--- src/rtl/lv_reg_arb.sv ---
// lv_reg_arb: two-requester register-bus arbiter.
//   Requester 0 is the SPI front end and requester 1 is the internal
//   sequencer. The block arbitrates round-robin, issues one write or read
//   strobe to the register slave, and for reads returns the slave's data
//   and status to the requester that owns the transaction.
//
// Ports
//   i_clk, i_rst_n         clock, synchronous active-low reset
//   i_req_ren/wen [1:0]    per-requester read / write request
//   i_req_addr/wdata       per-requester address / write data, slice k = requester k
//   o_req_gnt [1:0]        one-cycle pulse: request accepted
//   o_req_rack [1:0]       one-cycle pulse: read response valid
//   o_req_rstatus          1 = read timed out (or slave error), qualified by o_req_rack
//   o_req_rdata            read data, qualified by o_req_rack, held between acks
//   o_reg_ren/wen          single-cycle strobes to the register slave
//   o_reg_addr/wdata       registered address / data to the register slave
//   i_reg_rack/rstatus/rdata  read return from the register slave
//
// Build option
//   LV_REG_ARB_TMO_EN  when defined, a read waiting longer than TMO_CYC
//                      cycles for the slave ack is completed with
//                      o_req_rstatus=1 and o_req_rdata=0.
//
// state | meaning
// IDLE  | waiting for a request; latches winner, addr and wdata on accept
// WR    | write strobe and grant to the winner for one cycle
// RD    | read strobe and grant to the winner for one cycle
// WAIT  | waiting for the slave read ack (or timeout)

module lv_reg_arb #(
  parameter int REG_AW  = 7,
  parameter int REG_DW  = 8,
  parameter int TMO_CYC = 16
) (
  input  logic                i_clk,
  input  logic                i_rst_n,
  input  logic [1:0]          i_req_ren,
  input  logic [1:0]          i_req_wen,
  input  logic [2*REG_AW-1:0] i_req_addr,
  input  logic [2*REG_DW-1:0] i_req_wdata,
  output logic [1:0]          o_req_gnt,
  output logic [1:0]          o_req_rack,
  output logic                o_req_rstatus,
  output logic [REG_DW-1:0]   o_req_rdata,
  output logic                o_reg_ren,
  output logic                o_reg_wen,
  output logic [REG_AW-1:0]   o_reg_addr,
  output logic [REG_DW-1:0]   o_reg_wdata,
  input  logic                i_reg_rack,
  input  logic                i_reg_rstatus,
  input  logic [REG_DW-1:0]   i_reg_rdata
);

  if (TMO_CYC < 4 || TMO_CYC > 255) begin : g_bad_tmo_cyc
    $error("lv_reg_arb: TMO_CYC must be in 4..255");
  end

  typedef enum logic [1:0] {IDLE, WR, RD, WAIT} state_t;

  state_t state, state_nxt;
  logic   owner;
  logic   ptr_last;
  logic   tmo_hit;
  logic [1:0] req_v;
  logic   win;
  logic   win_rd;

  assign req_v = i_req_ren | i_req_wen;

  // On a tie the requester that was not granted last wins; otherwise the
  // sole requester wins.
  always_comb begin
    win = 1'b0;
    if (req_v == 2'b11) win = ~ptr_last;
    else                win = req_v[1];
  end

  // A requester raising ren and wen together is served as a read.
  assign win_rd = win ? i_req_ren[1] : i_req_ren[0];

`ifdef LV_REG_ARB_TMO_EN
  logic [7:0] tmo_cnt;

  assign tmo_hit = (state == WAIT) && (tmo_cnt == 8'(TMO_CYC - 1));

  always_ff @(posedge i_clk) begin
    if (!i_rst_n)                                         tmo_cnt <= '0;
    else if (state == WAIT && !i_reg_rack && !tmo_hit)    tmo_cnt <= tmo_cnt + 8'd1;
    else                                                  tmo_cnt <= '0;
  end
`else
  assign tmo_hit = 1'b0;
`endif

  always_ff @(posedge i_clk) begin
    if (!i_rst_n) state <= IDLE;
    else          state <= state_nxt;
  end

  always_comb begin
    state_nxt = state;
    case (state)
      IDLE:    if (|req_v) state_nxt = win_rd ? RD : WR;
      WR:      state_nxt = IDLE;
      RD:      state_nxt = WAIT;
      WAIT:    if (i_reg_rack || tmo_hit) state_nxt = IDLE;
      default: state_nxt = IDLE;
    endcase
  end

  always_comb begin
    o_req_gnt = 2'b00;
    o_reg_wen = 1'b0;
    o_reg_ren = 1'b0;
    case (state)
      WR: begin
        o_reg_wen = 1'b1;
        o_req_gnt = {owner, ~owner};
      end
      RD: begin
        o_reg_ren = 1'b1;
        o_req_gnt = {owner, ~owner};
      end
      default: ;
    endcase
  end

  always_ff @(posedge i_clk) begin
    if (!i_rst_n) begin
      owner         <= 1'b0;
      ptr_last      <= 1'b1;
      o_reg_addr    <= '0;
      o_reg_wdata   <= '0;
      o_req_rack    <= 2'b00;
      o_req_rdata   <= '0;
      o_req_rstatus <= 1'b0;
    end else begin
      o_req_rack <= 2'b00;
      if (state == IDLE && |req_v) begin
        owner       <= win;
        ptr_last    <= win;
        o_reg_addr  <= win ? i_req_addr[2*REG_AW-1:REG_AW]   : i_req_addr[REG_AW-1:0];
        o_reg_wdata <= win ? i_req_wdata[2*REG_DW-1:REG_DW] : i_req_wdata[REG_DW-1:0];
      end
      if (state == WAIT) begin
        // A real ack arriving on the last counted cycle beats the timeout.
        if (i_reg_rack) begin
          o_req_rack    <= {owner, ~owner};
          o_req_rdata   <= i_reg_rdata;
          o_req_rstatus <= i_reg_rstatus;
        end else if (tmo_hit) begin
          o_req_rack    <= {owner, ~owner};
          o_req_rdata   <= '0;
          o_req_rstatus <= 1'b1;
        end
      end
    end
  end

endmodule
--- config.mk ---
export PLATFORM = sky130hd
export DESIGN_NAME = lv_reg_arb
export DESIGN_NICKNAME = d
export VERILOG_FILES = /design/src/rtl/lv_reg_arb.sv
export SDC_FILE = /design/constraint.sdc
export NUM_CORES = 1
export LEC_CHECK = 0
export ABC_AREA = 1
export CAP_MARGIN = 0
export CORE_ASPECT_RATIO = 0.6
export CORE_MARGIN = 3
export CORE_UTILIZATION = 40
export DETAILED_ROUTE_END_ITERATION = 6
export PLACE_DENSITY = 0.79
export SLEW_MARGIN = 5
export SYNTH_ARGS = -nofsm -noshare
export SYNTH_HDL_FRONTEND = slang
export SYNTH_SLANG_ARGS = --single-unit
--- constraint.sdc ---
create_clock -name i_clk -period 1.56 [get_ports i_clk]
set_input_delay 0.234 -clock i_clk [delete_from_list [all_inputs] [get_ports i_clk]]
set_output_delay 0.234 -clock i_clk [all_outputs]
set_load 0.01 [all_outputs]
After elaboration in Yosys (flattened, before gate mapping) --
Cells that the tools add are included.
Operators by class: equality and inequality tests 6, multiplexer cells 11, bitwise operators 3, reduce and logical (&&, ||, !) cells 7
Operator list (count):
- $mux 2 | 4
- $mux 8 | 1
- $pmux 2 s4 | 1
- $mux 7 | 1
- $eq 2x2->1 const B | 3
- $mux 1 | 4
- $ne 2x2->1 const B | 2
- $reduce_and 2->1 | 2
- $reduce_or 2->1 | 2
- $reduce_and 3->1 | 1
- $eq 2x1->1 const B | 1
- $logic_not 2->1 | 1
- $not 1->1 | 2
- $or 2x2->2 | 1
- $logic_and 1x1->1 | 1
Storage, ports and cells: register bits after elaboration 30, bits of input ports 46, output and inout port bits 30, word-level logic and storage cells 35

Longest topological paths before layout --
depth in word-level cells 7, gate-level depth with buffers 9, depth with buffers taken out 8

Least setup slack after synthesis --
No wires, ideal clock.
kind register to register, start register state[0], end register o_reg_addr[3], setup time 113 ps, data arrival time 1181 ps, data required time 1447 ps, setup slack 266 ps, cell stages (with the launch flop) 9, buffers on the path 1, clock period less this slack 1294 ps, cell sequence dfxtp_1 inv_1 ha_1 inv_2 a21oi_4 buf_6 nand3_2 o211ai_2 inv_2
On the way: cells in the longest elaborated chain, start to end 2
RTL lines:
- start, declared | RTL line 60 | state_t state, state_nxt;
- start signal, assigned | RTL line 97 | else state <= state_nxt;
- $logic_not 2->1 | RTL line 139 | if (state == IDLE && |req_v) begin
- $logic_and 1x1->1 | RTL line 139
- end signal, assigned | RTL line 142 | o_reg_addr <= win ? i_req_addr[2*REG_AW-1:REG_AW] : i_req_addr[REG_AW-1:0];
- end, declared | RTL line 47 | output logic [REG_AW-1:0] o_reg_addr,
No other way between the ends. A chain may end at the register's enable or synchronous reset.

Worst setup path after layout --
start register state[0], end output o_reg_ren
On the way: cells in the longest elaborated chain, start to end 2
RTL lines:
- $eq 2x2->1 | RTL line 115 | case (state)
- $mux 1 | RTL line 115
- end, declared | RTL line 45 | output logic o_reg_ren,
No other way between the ends.

==> flow_summary.yaml <==
timing:
  max_clock_freq_mhz: 670
  grt_setup_unrepaired: "false"
  final.hold.worst_slack_ps: 481
  timing.final.max_slew_violations: 0
  min_period_ps: 1490
  final.period_utilization_pct: 95.6
  setup_viol: 0
  finalHoldViolations: 0
  timing_worst_slew_pin_value_ps: 300
  clock-skew-final_ps: 2.10
  timing.max_slew.rel_slack_pct: 79.8
logic_synthesis:
  ys_seq_area_share_pct: 38.2
  syn_area_um2: 1570
  synth-async-reset-ratio_pct: 0
  synthDistinctLibCells: 27
  synthesis.nets: 237
  synth-warning-count: 0
  synth_edf_count: 0
  area_fraction_of_the_dominant_cell_type_after_synthesis_pct: 38.2
  average_size_of_a_mapped_cell_um2: 8.40
  ys_ff_latch: 30
  syn-instance-count: 187
  yosys.area.top_type: "dfxtp_1"
  ys.flop_type: "dfxtp_1"
  synth_area_leaders: "dfxtp_1 38%, o211ai_2 12%, nand2_1 7.2%, nand3_2 5.7%, nor2_1 4.8%"
final_layout:
  multi_input_comb_area_um2: 776
  seqCellArea_um2: 603
  layout-area-overhead-vs-synth_pct: 58.7
  final_design_instance_area_without_fill_um2: 2490
  antennaDiodeCount: 0
  fill_cells: 288
  drive_gt1_share_pct: 29.7
  layout.nets: 322
global_route:
  grt_use_met3_pct: 5.26
  globalRouteMet1Util_pct: 24.0
  grt_first_pass_wirelength_um: 6380
  gr_overflow_total: 0
  groute.layer.met2.usage_pct: 27.8
  antenna_found_initial: 0
  grt_max_degree: 18
  most_heavily_used_metal_layer_in_global_routing: "met2"
  grt_util_all_layers_pct: 18.0
  first_global_vias: 1356
cts:
  cts_bufs_inserted: 5
  clkSlewWorstSetupHoldPaths_ps: 60
  cts_max_level: 2
  cts_tree: "built"
  numClockSinks: 30
  holdBufCountCts: 0
  max-clock-path-buffers: 2
  cts-root-buf: "clkbuf_8"
  clock_latency_ps: 280
floorplan:
  initial_core_util_pct: 44.9
  row_count: 16
  floorplan.die.width_um: 86.9
  die_area_um2: 4740
  chipHeight_um: 54.6
  floorplan.core_area_um2: 3500
  io_pins: 76
detailed_routing:
  vias: 1479
  drt_drc_violations_left: 0
  ant_nets: 0
  detailedRoute.firstPassIterationCount: 4
  detail_route.wl_per_cell_um: 12.9
  drt-initial-drc-count: 56
  route.detailed.vias_per_inst: 4.65
  finalWirelength_um: 4110
power:
  worst_ir_drop_vdd_mv: 0.972
  power_leakage_nw: 1.11
  power.density_cell_area_nw_per_um2: 1590
min_path:
  min_path_type: "reg -> reg"
place:
  placement.cell_area_um2: 2410
  io_buffers: 75
  place_hpwl_um: 3240
  gp_congestion: 0.831
critical_path:
  worstPathRequired_ps: 1330
  cp_max_fo: 2
  crit_path_end_kind: "output port"
  setup.worst_path.start_class: "register"
  timing_worst_setup_path_type: "reg -> out"
  timing.critical_path.arrival_ps: 1260
status:
  outcome: "finished, final reports clean"
run:
  maxCapViolations: 0
-- metrics by stage --
stage	util, %	worst slack, ps	setup TNS [ps]	std cells	total power, mW
floorplan	-	266	0	187	2.49
global placement	68.9	-48.2	-571	310	3.34
detailed placement	68.9	-98.1	-1160	310	3.39
CTS	71.3	23.5	0	318	4.00
global route	71.2	0.989	0	318	4.23
finish	71.2	68.4	0	318	3.97
-- layout make-up --
cell class                      count  share of cell area [%]
Timing Repair Buffer               87                    34.2
Inverter                           29                    4.57
Sequential cell                    30                    24.2
Clock buffer                        7                    3.46
Tap cell                           45                    2.26
Multi-Input combinational cell    119                    31.1
Clock inverter                      1                   0.201
-- synthesized netlist by cell type (2+ instances only) --
cell type	count
o211ai_2	15
clkbuf_1	2
dfxtp_1	30
nand3_1	9
buf_6	3
inv_1	10
nand3_2	9
o21ai_0	11
ha_1	4
a21oi_1	3
nor2_1	20
nand2_1	30
inv_2	17
nand2_2	10
buf_4	2
-- per-layer routing --
metal | routed length [um] | up-vias | part of all wire (%)
li1 | - | 766 | -
met3 | 299 | 7 | 7.3
met1 | 1980 | 656 | 48
met4 | 48 | 0 | 1.2
met5 | 0 | - | 0
met2 | 1780 | 50 | 43
-- registers in the layout (all words and copies together) (netlist names) --
name,cells
o_reg_addr,7
o_reg_wdata,8
o_req_rack,2
o_req_rdata,8
o_req_rstatus,1
owner,1
ptr_last,1
state,2
-- final timing paths --
kind	slack, ps	cells past startpoint	start	endpoint
setup / recovery	70	4	state[0]	o_reg_ren
setup reg to reg	130	8	state[1]	o_reg_wdata[1]
hold reg to reg	480	2	o_req_rdata[1]	o_req_rdata[1]
hold / removal	480	2	o_req_rdata[1]	o_req_rdata[1]
-- repair_timing --
item,CTS,global route
gates resized for setup,9,2
pin swaps,0,0
hold endpoints to repair,0,0
buffers inserted,0,0
endpoints found under the setup margin,4,2
-- logic make-up (layout without fill, tap and decap cells) --
kind of cell | count (synthesis) | after routing | share of synthesized area (%)
and+or+nand+nor | 83 | 83 | 27.1
buffers and inverters | 38 | 124 | 12.4
AOI/OAI and AO/OA | 32 | 32 | 19.0
DFF | 30 | 30 | 38.2
adders and majority gates | 4 | 4 | 3.18
-- cell usage in the layout (no fill, tap or decap) --
cell type / synthesis / layout
o21ai_4: 1 / 1
inv_1: 10 / 10
clkinv_2: 0 / 1
ha_1: 4 / 4
nand2_2: 10 / 10
a21oi_2: 1 / 1
nor2_4: 1 / 1
dfxtp_1: 30 / 28
buf_12: 1 / 2
nand2_4: 1 / 1
inv_2: 17 / 17
dfxtp_2: 0 / 2
nor3b_1: 1 / 1
o211ai_2: 15 / 15
nand2_1: 30 / 30
nand3_2: 9 / 9
nor2_1: 20 / 20
nand3_1: 9 / 9
nor3_1: 1 / 1
o21ai_0: 11 / 11
clkbuf_2: 0 / 1
dlygate4sd2_1: 0 / 2
buf_2: 1 / 1
nor2_2: 1 / 1
clkdlybuf4s50_1: 0 / 71
clkbuf_1: 2 / 1
buf_4: 2 / 10
a21oi_4: 1 / 1
a21oi_1: 3 / 3
clkinv_1: 1 / 1
clkbuf_8: 0 / 6
inv_6: 1 / 1
-- report_power, final --
part           internal [mW]  switching [mW]  total (mW)
combinational           1.07            1.07        2.14
sequential              1.02           0.169        1.18
clock                  0.355           0.287       0.642
-- critical path: stages (launching register included) --
cell           delay (ps)
dfxtp_2               320
inv_1                  40
buf_4                 130
ha_1                  200
dlygate4sd2_1         290
No activity file was read; power rests on OpenSTA's default activity.
